===== config.mk =====
export PLATFORM = sky130hd
export DESIGN_NAME = if_fetch
export DESIGN_NICKNAME = d
export VERILOG_FILES = /design/src/rtl/fetch_pkg.sv /design/src/rtl/if_fetch_inst_buf.sv /design/src/rtl/if_fetch.sv
export SDC_FILE = /design/constraint.sdc
export NUM_CORES = 1
export LEC_CHECK = 0
export ABC_CLOCK_PERIOD_IN_PS = 3500
export BUFFER_PORTS_ARGS = -buffer_cell sky130_fd_sc_hd__buf_2
export CAP_MARGIN = 10
export CELL_PAD_IN_SITES_DETAIL_PLACEMENT = 1
export CELL_PAD_IN_SITES_GLOBAL_PLACEMENT = 1
export CORE_ASPECT_RATIO = 1.1
export CORE_MARGIN = 2
export CORE_UTILIZATION = 32
export CTS_CLUSTER_SIZE = 10
export DETAILED_ROUTE_END_ITERATION = 10
export PLACE_DENSITY = 0.73
export SYNTH_ARGS = -nofsm -noshare
export SYNTH_HDL_FRONTEND = slang
export SYNTH_SLANG_ARGS = --single-unit

===== constraint.sdc =====
create_clock -name clk -period 3.5 [get_ports clk]
set_input_delay 0.875 -clock clk [delete_from_list [all_inputs] [get_ports clk]]
set_output_delay 0.875 -clock clk [all_outputs]
set_load 0.02 [all_outputs]

===== src/rtl/fetch_pkg.sv =====
// Shared types and constants for the instruction-fetch unit.
// Latency: none, definitions only.
// Backpressure: not applicable.
package fetch_pkg;

    // Fetch sequencer states: one boot cycle, then alternate request / wait.
    typedef enum logic [1:0] {
        BOOT  = 2'd0,
        FETCH = 2'd1,
        WAIT  = 2'd2
    } fetch_state_e;

    // Sequential fetch stride in bytes.
    localparam int unsigned PC_STEP = 4;

    // First fetch address; the PC register's reset value plus one step wraps here.
    localparam logic [31:0] BOOT_PC = 32'h0000_0000;

endpackage


===== src/rtl/if_fetch_inst_buf.sv =====
// Single-entry instruction buffer between fetch and decode.
// Latency: 1 cycle from load to out_valid.
// Backpressure: holds its entry while out_valid && !drain; flush beats load beats drain.
module inst_buf
    import fetch_pkg::*;
#(
    parameter int ADDR_W = 32,
    parameter int INST_W = 32
) (
    input  logic              clk,
    input  logic              rst,
    input  logic              load,
    input  logic [INST_W-1:0] load_inst,
    input  logic [ADDR_W-1:0] load_pc,
    input  logic              drain,
    input  logic              flush,
    output logic              out_valid,
    output logic [INST_W-1:0] out_inst,
    output logic [ADDR_W-1:0] out_pc
);

    logic              valid_q, valid_d;
    logic [INST_W-1:0] inst_q, inst_d;
    logic [ADDR_W-1:0] pc_q, pc_d;

    // Next entry: a flush kills the entry, a reload overrides a same-cycle drain.
    always_comb begin
        valid_d = valid_q;
        inst_d  = inst_q;
        pc_d    = pc_q;
        if (flush) begin
            valid_d = 1'b0;
        end else if (load) begin
            valid_d = 1'b1;
            inst_d  = load_inst;
            pc_d    = load_pc;
        end else if (drain) begin
            valid_d = 1'b0;
        end
    end

    // Entry registers; data is kept after drain/flush, only valid drops.
    always_ff @(posedge clk or posedge rst) begin
        if (rst) begin
            valid_q <= 1'b0;
            inst_q  <= '0;
            pc_q    <= '0;
        end else begin
            valid_q <= valid_d;
            inst_q  <= inst_d;
            pc_q    <= pc_d;
        end
    end

    assign out_valid = valid_q;
    assign out_inst  = inst_q;
    assign out_pc    = pc_q;

endmodule


===== src/rtl/if_fetch.sv =====
// Instruction fetch: drives next-PC, issues one imem request at a time, buffers the word for decode.
// Latency: request at t, response >= t+1, inst_valid >= t+2; peak one instruction per 2 cycles.
// Backpressure: no request while the buffer is full and not draining; responses are never stalled.
// Optional IF_FETCH_PERF_CNT_EN adds perf_fetch_cnt / perf_stall_cnt outputs.
module if_fetch
    import fetch_pkg::*;
#(
    parameter int ADDR_W = 32,
    parameter int INST_W = 32
) (
    input  logic              clk,
    input  logic              rst,
    input  logic [ADDR_W-1:0] pc,
    output logic [ADDR_W-1:0] npc,
    output logic              imem_req_valid,
    input  logic              imem_req_ready,
    output logic [ADDR_W-1:0] imem_req_addr,
    input  logic              imem_resp_valid,
    input  logic [INST_W-1:0] imem_resp_data,
    output logic              inst_valid,
    input  logic              inst_ready,
    output logic [INST_W-1:0] inst,
    output logic [ADDR_W-1:0] inst_pc,
    input  logic              redirect_valid,
    input  logic [ADDR_W-1:0] redirect_pc
`ifdef IF_FETCH_PERF_CNT_EN
    ,
    output logic [31:0]       perf_fetch_cnt,
    output logic [31:0]       perf_stall_cnt
`endif
);

    fetch_state_e      state_q, state_d;
    logic              drop_q, drop_d;
    logic [ADDR_W-1:0] req_pc_q, req_pc_d;
    logic [ADDR_W-1:0] pc_inc;
    logic              req_hs;
    logic              buf_load;
    logic              buf_flush;
    logic              buf_drain;

    assign pc_inc        = pc + ADDR_W'(PC_STEP);
    assign imem_req_addr = pc;
    assign buf_drain     = inst_valid && inst_ready;

    // Sequencer next state, next PC and request strobe; a redirect overrides everything outside BOOT.
    always_comb begin
        state_d        = state_q;
        drop_d         = drop_q;
        req_pc_d       = req_pc_q;
        npc            = pc;
        imem_req_valid = 1'b0;
        req_hs         = 1'b0;
        buf_load       = 1'b0;
        buf_flush      = 1'b0;

        case (state_q)
            BOOT: begin
                npc     = pc_inc;
                state_d = FETCH;
            end
            FETCH: begin
                // Only ask when the buffer will be free by the time the word returns.
                imem_req_valid = !inst_valid || inst_ready;
                if (imem_req_valid && imem_req_ready) begin
                    req_hs   = 1'b1;
                    npc      = pc_inc;
                    req_pc_d = pc;
                    state_d  = WAIT;
                end
            end
            WAIT: begin
                if (imem_resp_valid) begin
                    if (drop_q) begin
                        drop_d = 1'b0;
                    end else begin
                        buf_load = 1'b1;
                    end
                    state_d = FETCH;
                end
            end
            default: begin
                state_d = BOOT;
            end
        endcase

        if (redirect_valid && (state_q != BOOT)) begin
            npc       = redirect_pc;
            buf_flush = 1'b1;
            // A request still owed by memory must have its response swallowed.
            if (((state_q == WAIT) && !imem_resp_valid) || req_hs) begin
                drop_d  = 1'b1;
                state_d = WAIT;
            end else begin
                state_d = FETCH;
            end
        end
    end

    // Sequencer registers.
    always_ff @(posedge clk or posedge rst) begin
        if (rst) begin
            state_q  <= BOOT;
            drop_q   <= 1'b0;
            req_pc_q <= ADDR_W'(BOOT_PC);
        end else begin
            state_q  <= state_d;
            drop_q   <= drop_d;
            req_pc_q <= req_pc_d;
        end
    end

    inst_buf #(
        .ADDR_W (ADDR_W),
        .INST_W (INST_W)
    ) u_inst_buf (
        .clk       (clk),
        .rst       (rst),
        .load      (buf_load),
        .load_inst (imem_resp_data),
        .load_pc   (req_pc_q),
        .drain     (buf_drain),
        .flush     (buf_flush),
        .out_valid (inst_valid),
        .out_inst  (inst),
        .out_pc    (inst_pc)
    );

`ifdef IF_FETCH_PERF_CNT_EN
    logic [31:0] fetch_cnt_q, fetch_cnt_d;
    logic [31:0] stall_cnt_q, stall_cnt_d;

    // Count delivered (non-dropped) responses and FETCH cycles blocked by memory.
    always_comb begin
        fetch_cnt_d = fetch_cnt_q;
        stall_cnt_d = stall_cnt_q;
        if ((state_q == WAIT) && imem_resp_valid && !drop_q) begin
            fetch_cnt_d = fetch_cnt_q + 32'd1;
        end
        if ((state_q == FETCH) && imem_req_valid && !imem_req_ready) begin
            stall_cnt_d = stall_cnt_q + 32'd1;
        end
    end

    // Counter registers, wrapping naturally at 2^32.
    always_ff @(posedge clk or posedge rst) begin
        if (rst) begin
            fetch_cnt_q <= '0;
            stall_cnt_q <= '0;
        end else begin
            fetch_cnt_q <= fetch_cnt_d;
            stall_cnt_q <= stall_cnt_d;
        end
    end

    assign perf_fetch_cnt = fetch_cnt_q;
    assign perf_stall_cnt = stall_cnt_q;
`endif

endmodule


# --- After elaboration in Yosys (flattened, before gate mapping) ---
# Index checks and enable logic that the tools add are counted.
word_totals:
  latch_bits: 0
  inputBits: 102
  ram_bits: 0
  rom_bits: 0
  n_memories: 0
  regBits: 100
  output_inout_bits: 130
op_classes:
  n_div: 0
  n_mul: 0
  n_addsub: 1
  mux: 22
  n_eq_ne: 4
  n_bitwise: 1
  magnitude_cmp: 0
  n_reduce_logical: 14
  shift: 0
ops:
  columns: ["cell", "n"]
  rows:
  - ["$mux W32", 2]
  - ["$pmux W32 S2", 1]
  - ["$add A32 B3 Y32 const B", 1]
  - ["$mux W1", 14]
  - ["$mux W2", 4]
  - ["$ne A3 B3 Y1 const B", 2]
  - ["$pmux W2 S3", 1]
  - ["$reduce_and A2 Y1", 3]
  - ["$logic_and A1 B1 Y1", 4]
  - ["$reduce_bool A3 Y1", 1]
  - ["$eq A2 B1 Y1 const B", 1]
  - ["$eq A2 B2 Y1 const B", 1]
  - ["$logic_not A1 Y1", 2]
  - ["$logic_not A2 Y1", 1]
  - ["$logic_or A1 B1 Y1", 2]
  - ["$reduce_bool A2 Y1", 1]
  - ["$not A1 Y1", 1]

# --- Logic depth before layout (Yosys ltp) ---
# Gate-level depths: netlist (run 1).
depth:
  depth_word: 8
  mapped_depth: 6
  mapped_depth_nobuf: 6

# --- By module ---
# A second synthesis (run 1) with hierarchy kept.
unflattened:
  cells_unflattened: 489
  hier_area_um2: 5654.2
by_module_without_submodules:
  columns: ["module", "instances", "area_each_um2", "seq_area_each_um2", "cells_per_inst"]
  rows:
  - ["if_fetch", 1, 2909.0, 875.8, 348]
  - ["inst_buf", 1, 2745.1, 1626.6, 141]

# --- Worst setup path before layout (run 1) ---
# Ideal clock, no wire load.
synth_path:
  path_kind: "input to output"
  from: "in pc[4]"
  to: "out npc[31]"
  path_slack_ns: 0.047
  t_arrival_ns: 2.578
  cell_stages: 5
  path_cell_list: "clkbuf_1 > nand4b_4 > or3_4 > or4_1 > a31oi_1"
synth_between:
  elab_chain_len: 4
synth_rtl:
  columns: ["item", "line_no", "text"]
  rows:
  - ["start: declaration", "if_fetch.sv:13", "input logic [ADDR_W-1:0] pc,"]
  - ["$add A32 B3 Y32 (*)", "if_fetch.sv:42", "assign pc_inc = pc + ADDR_W'(PC_STEP);"]
  - ["$mux W32", "if_fetch.sv:65", "if (imem_req_valid && imem_req_ready) begin"]
  - ["$pmux W32 S2 (*)", "if_fetch.sv:57", "case (state_q)"]
  - ["$mux W32 (*)", "if_fetch.sv:87", "if (redirect_valid && (state_q != BOOT)) begin"]
  - ["end: declaration", "if_fetch.sv:14", "output logic [ADDR_W-1:0] npc,"]
# Mark *: on every way between the ends. The rest lies on a longest branch, timed or not.

# --- Worst setup path after layout (run 1) ---
layout_path:
  from: "in pc[2]"
  to: "out npc[28]"
# Same word-level chain as after synthesis.

==> run metrics, run 1 <==
port bufs about 230; setup tns final 0 ps; post-synthesis mux area share 0.214; setup ws final ~60 ps; Top cell by count, worst path buf_2; Placer Congestion ~0.81; Synth Area in XOR/XNOR 0.0434; status complete, no violations; CTS H-tree lvls 3; CTS tree yes; Worst path max stage delay about 330 ps; final hold vios 0; DRC Markers 0; GRT Util Overall 0.193; CP max stage cell and4_1; Die Y between 100 and 150 um; Cell Area, Placed 6400 um2; Async S/R FF share, synth 1.00; Tcrit/Tclk final 0.983; vias in the first global route 4,662; initial antenna violation count 1; vias per cell approximately 5; Syn. warnings 0; Simple-Gate Fraction of Synth Area 0.119; CP Launch Type input pin; Yosys top cell area share 0.497; I/O pins about 230; via count 4,271; hpwl dp approximately 12 mm; slew at the pin closest to its max-slew limit between 900 and 1000 ps; Synth Area in Compound Gates 0.0534; Clock Path Buffers 2; fraction of layout cells with a size suffix above 1 0.590; fin cells approximately 870; Synth Area in Adders 0.00248; root buffer cell clkbuf_16; cts bufs inserted 9; Syn-to-layout area delta 34.7%; HP Class reg -> reg; post-route ant nets 0; placed cell count ~850; Tmin final ~3400 ps; clock slew at reported path FFs approximately 70 ps; synth top area cells dfrtp_1 50%, mux2_2 21%, buf_4 4.9%, xnor2_1 4.3%, nand2_1 3.3%; Fin Hold WS 486 ps; Clock Sinks 100; Static Leak 3.42 nW; CP Buf/Inv Count 3; Cells after Synth about 440; Die Footprint approximately 17,000 um2; syn_area_per_cell approximately 11 um2; Synth Cell Area between 5000 and 6000 um2; pre-CTS setup slack 6.18 ps; Final setup viols 0; EDFF count, synth 0; Worst IR Drop VDD 0.254 mV; Finished Core Util 0.436; Avg WL per Cell roughly 18 um; kind of critical path in -> out; Relative slew margins 0.365; Synth area leader dfrtp_1; Routed WL between 15 and 20 mm; initial core utilization 0.324; Layout Nets roughly 770; fin. max-slew vios 0; register area share after synthesis 0.497; Core Area 15,600 um2; required time worst endpoint approximately 2600 ps; max-cap check violation count 0; Max Freq just under 0.3 GHz; Synthesized Nets about 540; Crit. End Element output port; Synth Register Bits 100; global-route wire length before repair between 20 and 25 mm; grt ovf 0; Crit Path Max Fanout 5; top-count cell post-synth dfrtp_1; Post-synth top flop dfrtp_1; row count 48; Clk Latency, worst-skew pair about 340 ps; PwrDens 689 nW/um2; largest net degree at the start of global routing 66; die width between 100 and 150 um; worst-path cell chain buf_2, ha_1, and4_1, nand4_1, buf_4, nor4_2, xnor2_1, o21ai_0, buf_2; Final Cell Area approximately 6800 um2; Post-synth top cells 100 x dfrtp_1, 94 x mux2_2, 44 x nand2_1; Total Power 4.67 mW; Crit path arrival time approximately 2600 ps; largest family of logic cells by synthesized area multiplexers; Clock Skew 3.82 ps; Top delay family on crit path simple AND/OR/NAND/NOR gates; Yosys cell types 40; initial drt markers ~110; First-pass DRT Iterations 4
-- metal layers --
metal,vias to the layer above,track usage,share of wire
met2,144,0.347,0.53
met1,2124,0.225,0.39
met5,-,0,0
li1,1979,-,-
met4,0,0.0739,0.021
met3,24,0.0362,0.053
-- power by group --
part	switching, mW	internal (mW)
combinational	1.08	0.781
clock	0.462	0.564
sequential	0.212	1.57
total	1.75	2.92
-- area by class of cell --
class / count / area, um2
Sequential cell: 100 / 2500
Fill cell: 1774 / 8770
Clock buffer: 10 / 229
Multi-Input combinational cell: 281 / 2260
Timing Repair Buffer: 268 / 1450
Inverter: 3 / 13.8
Tap cell: 200 / 250
Antenna cell: 1 / 2.50
Clock inverter: 6 / 71.3
-- final timing paths --
check	from	end	slack, ps	cells after the start
setup / recovery	pc[2]	npc[28]	60	9
hold / removal	req_pc_q[31]	req_pc_q[31]	490	2
setup reg to reg	state_q[1]	u_inst_buf.out_pc[25]	1420	4
hold reg to reg	req_pc_q[31]	req_pc_q[31]	490	2
max in group asynchronous	rst	u_inst_buf.out_pc[16]	2100	3
min in group asynchronous	rst	u_inst_buf.out_inst[13]	720	2
-- logic make-up (layout without fill, tap and decap cells) --
family,count (synthesis),after routing
AO/OA/AOI/OAI,48,48
flip-flops,100,100
multiplexers,96,96
adder cells (fa/ha/maj),1,1
AND/OR/NAND/NOR,111,111
other,0,1
buffers and inverters,60,287
XOR/XNOR,25,25
-- worst register-to-register path, delay by kind of cell, from the launching register on --
kind,cells,cell delay [ps]
buf+inv,1,210
flops,1,390
mux,1,480
simple gates,2,890
-- sequential cells by signal, summed over array words and instances, names as in the netlist --
signal                cells
u_inst_buf.out_valid      1
state_q                   2
drop_q                    1
u_inst_buf.out_pc        32
req_pc_q                 32
u_inst_buf.out_inst      32
-- repair_timing --
action | CTS | global route
pin swaps | 0 | 5
resized for setup | 1 | 15
buffers inserted | 0 | 1
gates cloned | 0 | 0
hold buffers | 0 | 0
setup endpoints to repair | 1 | 5
-- layout by cell type, fill, tap and decap left out, types with 2 or more instances in the layout --
| cell type | instances |
|---|---|
| nor2b_1 | 2 |
| buf_4 | 36 |
| mux2_2 | 94 |
| and2_1 | 2 |
| or3_4 | 2 |
| mux2i_1 | 2 |
| and4_4 | 2 |
| dfrtp_1 | 100 |
| o22ai_1 | 2 |
| nand2b_1 | 3 |
| or3_1 | 2 |
| nor4b_1 | 2 |
| inv_6 | 2 |
| nand3_1 | 8 |
| inv_1 | 2 |
| nand2_1 | 44 |
| nand4_1 | 6 |
| a31oi_1 | 2 |
| a21oi_1 | 3 |
| clkbuf_16 | 9 |
| nand3b_1 | 2 |
| nor3_1 | 5 |
| buf_2 | 230 |
| o21ai_0 | 31 |
| and4_1 | 3 |
| xnor2_1 | 25 |
| nor4_1 | 13 |
| nor2_1 | 6 |
Power figures use the tool's default switching activity.
==> run 2, diff against run 1 <==
--- a/config.mk
+++ b/config.mk
@@ -11,11 +11,11 @@
 export CELL_PAD_IN_SITES_DETAIL_PLACEMENT = 1
 export CELL_PAD_IN_SITES_GLOBAL_PLACEMENT = 1
 export CORE_ASPECT_RATIO = 1.1
-export CORE_MARGIN = 2
 export CORE_UTILIZATION = 32
 export CTS_CLUSTER_SIZE = 10
 export DETAILED_ROUTE_END_ITERATION = 10
-export PLACE_DENSITY = 0.73
+export PLACE_DENSITY = 0.75
+export SKIP_CTS_REPAIR_TIMING = 1
 export SYNTH_ARGS = -nofsm -noshare
 export SYNTH_HDL_FRONTEND = slang
 export SYNTH_SLANG_ARGS = --single-unit
==> run 2 against run 1 <==
Against the previous run: clock skew is 8.3 ps higher; critical path depth shrank 2; count of clock-buffer cells in the layout fell by 1; maximum frequency is 1.5% higher; routed wire length shrank 3.4%; first-iteration DRC count increased by 23%; sequential share of layout area is 0.36 points higher; via count shrank 1.1%; utilization up 0.50 points; hold slack about the same; global-route usage up 0.13 points; die area down 3.1%; critical endpoint is now npc[31]; largest cell class unchanged.
==> run metrics, run 2 (synthesis results as in run 1) <==
cts bufs inserted 9; slack of the worst reg-to-reg path 1420 ps; fin. max-slew vios 0; Die Y 134 um; register area between 2000 and 3000 um2; final hold vios 0; I/O pins ~230; initial core utilization 0.331; global-route wire length before repair 24.1 mm; Crit. End Element output port; CP Launch Type input pin; port bufs between 200 and 250; status complete, no violations; Total Power about 4.7 mW; largest net degree at the start of global routing 66; initial antenna violation count 1; Die Footprint roughly 16,000 um2; via count about 4,200; RSZ-0062 raised after global routing false; Relative slew margins 0.359; PwrDens 698 nW/um2; most frequent cells in the layout 230 x buf_2, 100 x dfrtp_1, 94 x mux2_2; slew at the pin closest to its max-slew limit just under 1000 ps; Routed WL approximately 15 mm; multi-input logic area 2220 um2; First-pass DRT Iterations 4; GRT Util Overall 0.194; CTS tree yes; row count between 40 and 50; die width between 100 and 150 um; Placer Congestion approximately 0.77; initial drt markers between 100 and 150; max-cap check violation count 0; Clock Sinks 100; Filler cells approximately 1,700; setup tns final 0 ps; Tmin final 3390 ps; hpwl dp 11.6 mm; most common cell after layout, fill and taps aside buf_2; post-route ant nets 0; Final setup viols 0; grt ovf 0; DRC Markers 0; Static Leak ~3.4 nW; Avg WL per Cell around 18 um; fraction of layout cells with a size suffix above 1 0.584; required time worst endpoint around 2600 ps; Crit path arrival time 2510 ps; Layout Nets 761; kind of critical path in -> out; Core Area between 15,000 and 20,000 um2; root buffer cell clkbuf_16; clock slew at reported path FFs 70 ps; Syn-to-layout area delta 33.4%; vias in the first global route 4,481; Clk Latency, worst-skew pair 360 ps; Clock Skew between 10 and 15 ps; Crit Path Max Fanout 6; Max Freq 0.295 GHz; Worst IR Drop VDD between 0.3 and 0.4 mV; Tcrit/Tclk final 0.968; Clock Path Buffers 2; HP Class reg -> reg; CTS H-tree lvls 3; vias per cell 4.91
run 2: through the flow:
step | utilization | std cells | instance area [um2] | setup slack (ps) | hold WS (ps)
floorplan | - | 441 | 5040 | 6.22 | 446
global placement | 0.418 | 842 | 6370 | 46.0 | 467
detailed placement | 0.418 | 842 | 6370 | 30.1 | 475
CTS | 0.439 | 858 | 6680 | 9.07 | 492
global route | 0.441 | 860 | 6720 | 20.7 | 518
finish | 0.441 | 860 | 6720 | 112 | 485
run 2: layout make-up:
cell class | count | share of cell area
well taps | 196 | 0.0365
multi-input cells | 281 | 0.330
inverters | 3 | 0.00205
diodes | 1 | 0.000372
clock buffers | 9 | 0.0335
repair buffers | 263 | 0.212
flip-flops and latches | 100 | 0.372
clock inverters | 7 | 0.0138
run 2: final timing paths:
kind	startpoint	endpoint	cells past startpoint
max in group asynchronous	rst	state_q[1]	3
setup / recovery	pc[13]	npc[31]	7
setup reg to reg	state_q[0]	u_inst_buf.out_pc[30]	3
hold reg to reg	req_pc_q[31]	req_pc_q[31]	2
hold / removal	req_pc_q[31]	req_pc_q[31]	2
min in group asynchronous	rst	u_inst_buf.out_pc[1]	2
run 2: per-layer routing:
metal	GRT usage	vias to the layer above	routed length [um]	share of wire
li1	-	1962	-	-
met1	0.230	2108	6310	0.41
met2	0.352	132	8170	0.53
met3	0.0291	20	591	0.038
met4	0.0706	0	297	0.019
met5	0	-	0	0
run 2: power by group:
group	switching [mW]	leakage (nW)	internal [mW]
clock	0.493	0.155	0.574
combinational	1.06	1.96	0.776
sequential	0.215	1.28	1.57
run 2: critical path: stages:
cell and delay, ps:
buf_2 90, and4_4 240, nand4_1 100, or3_4 430, or4_1 420, a31oi_1 190
buf_4 170
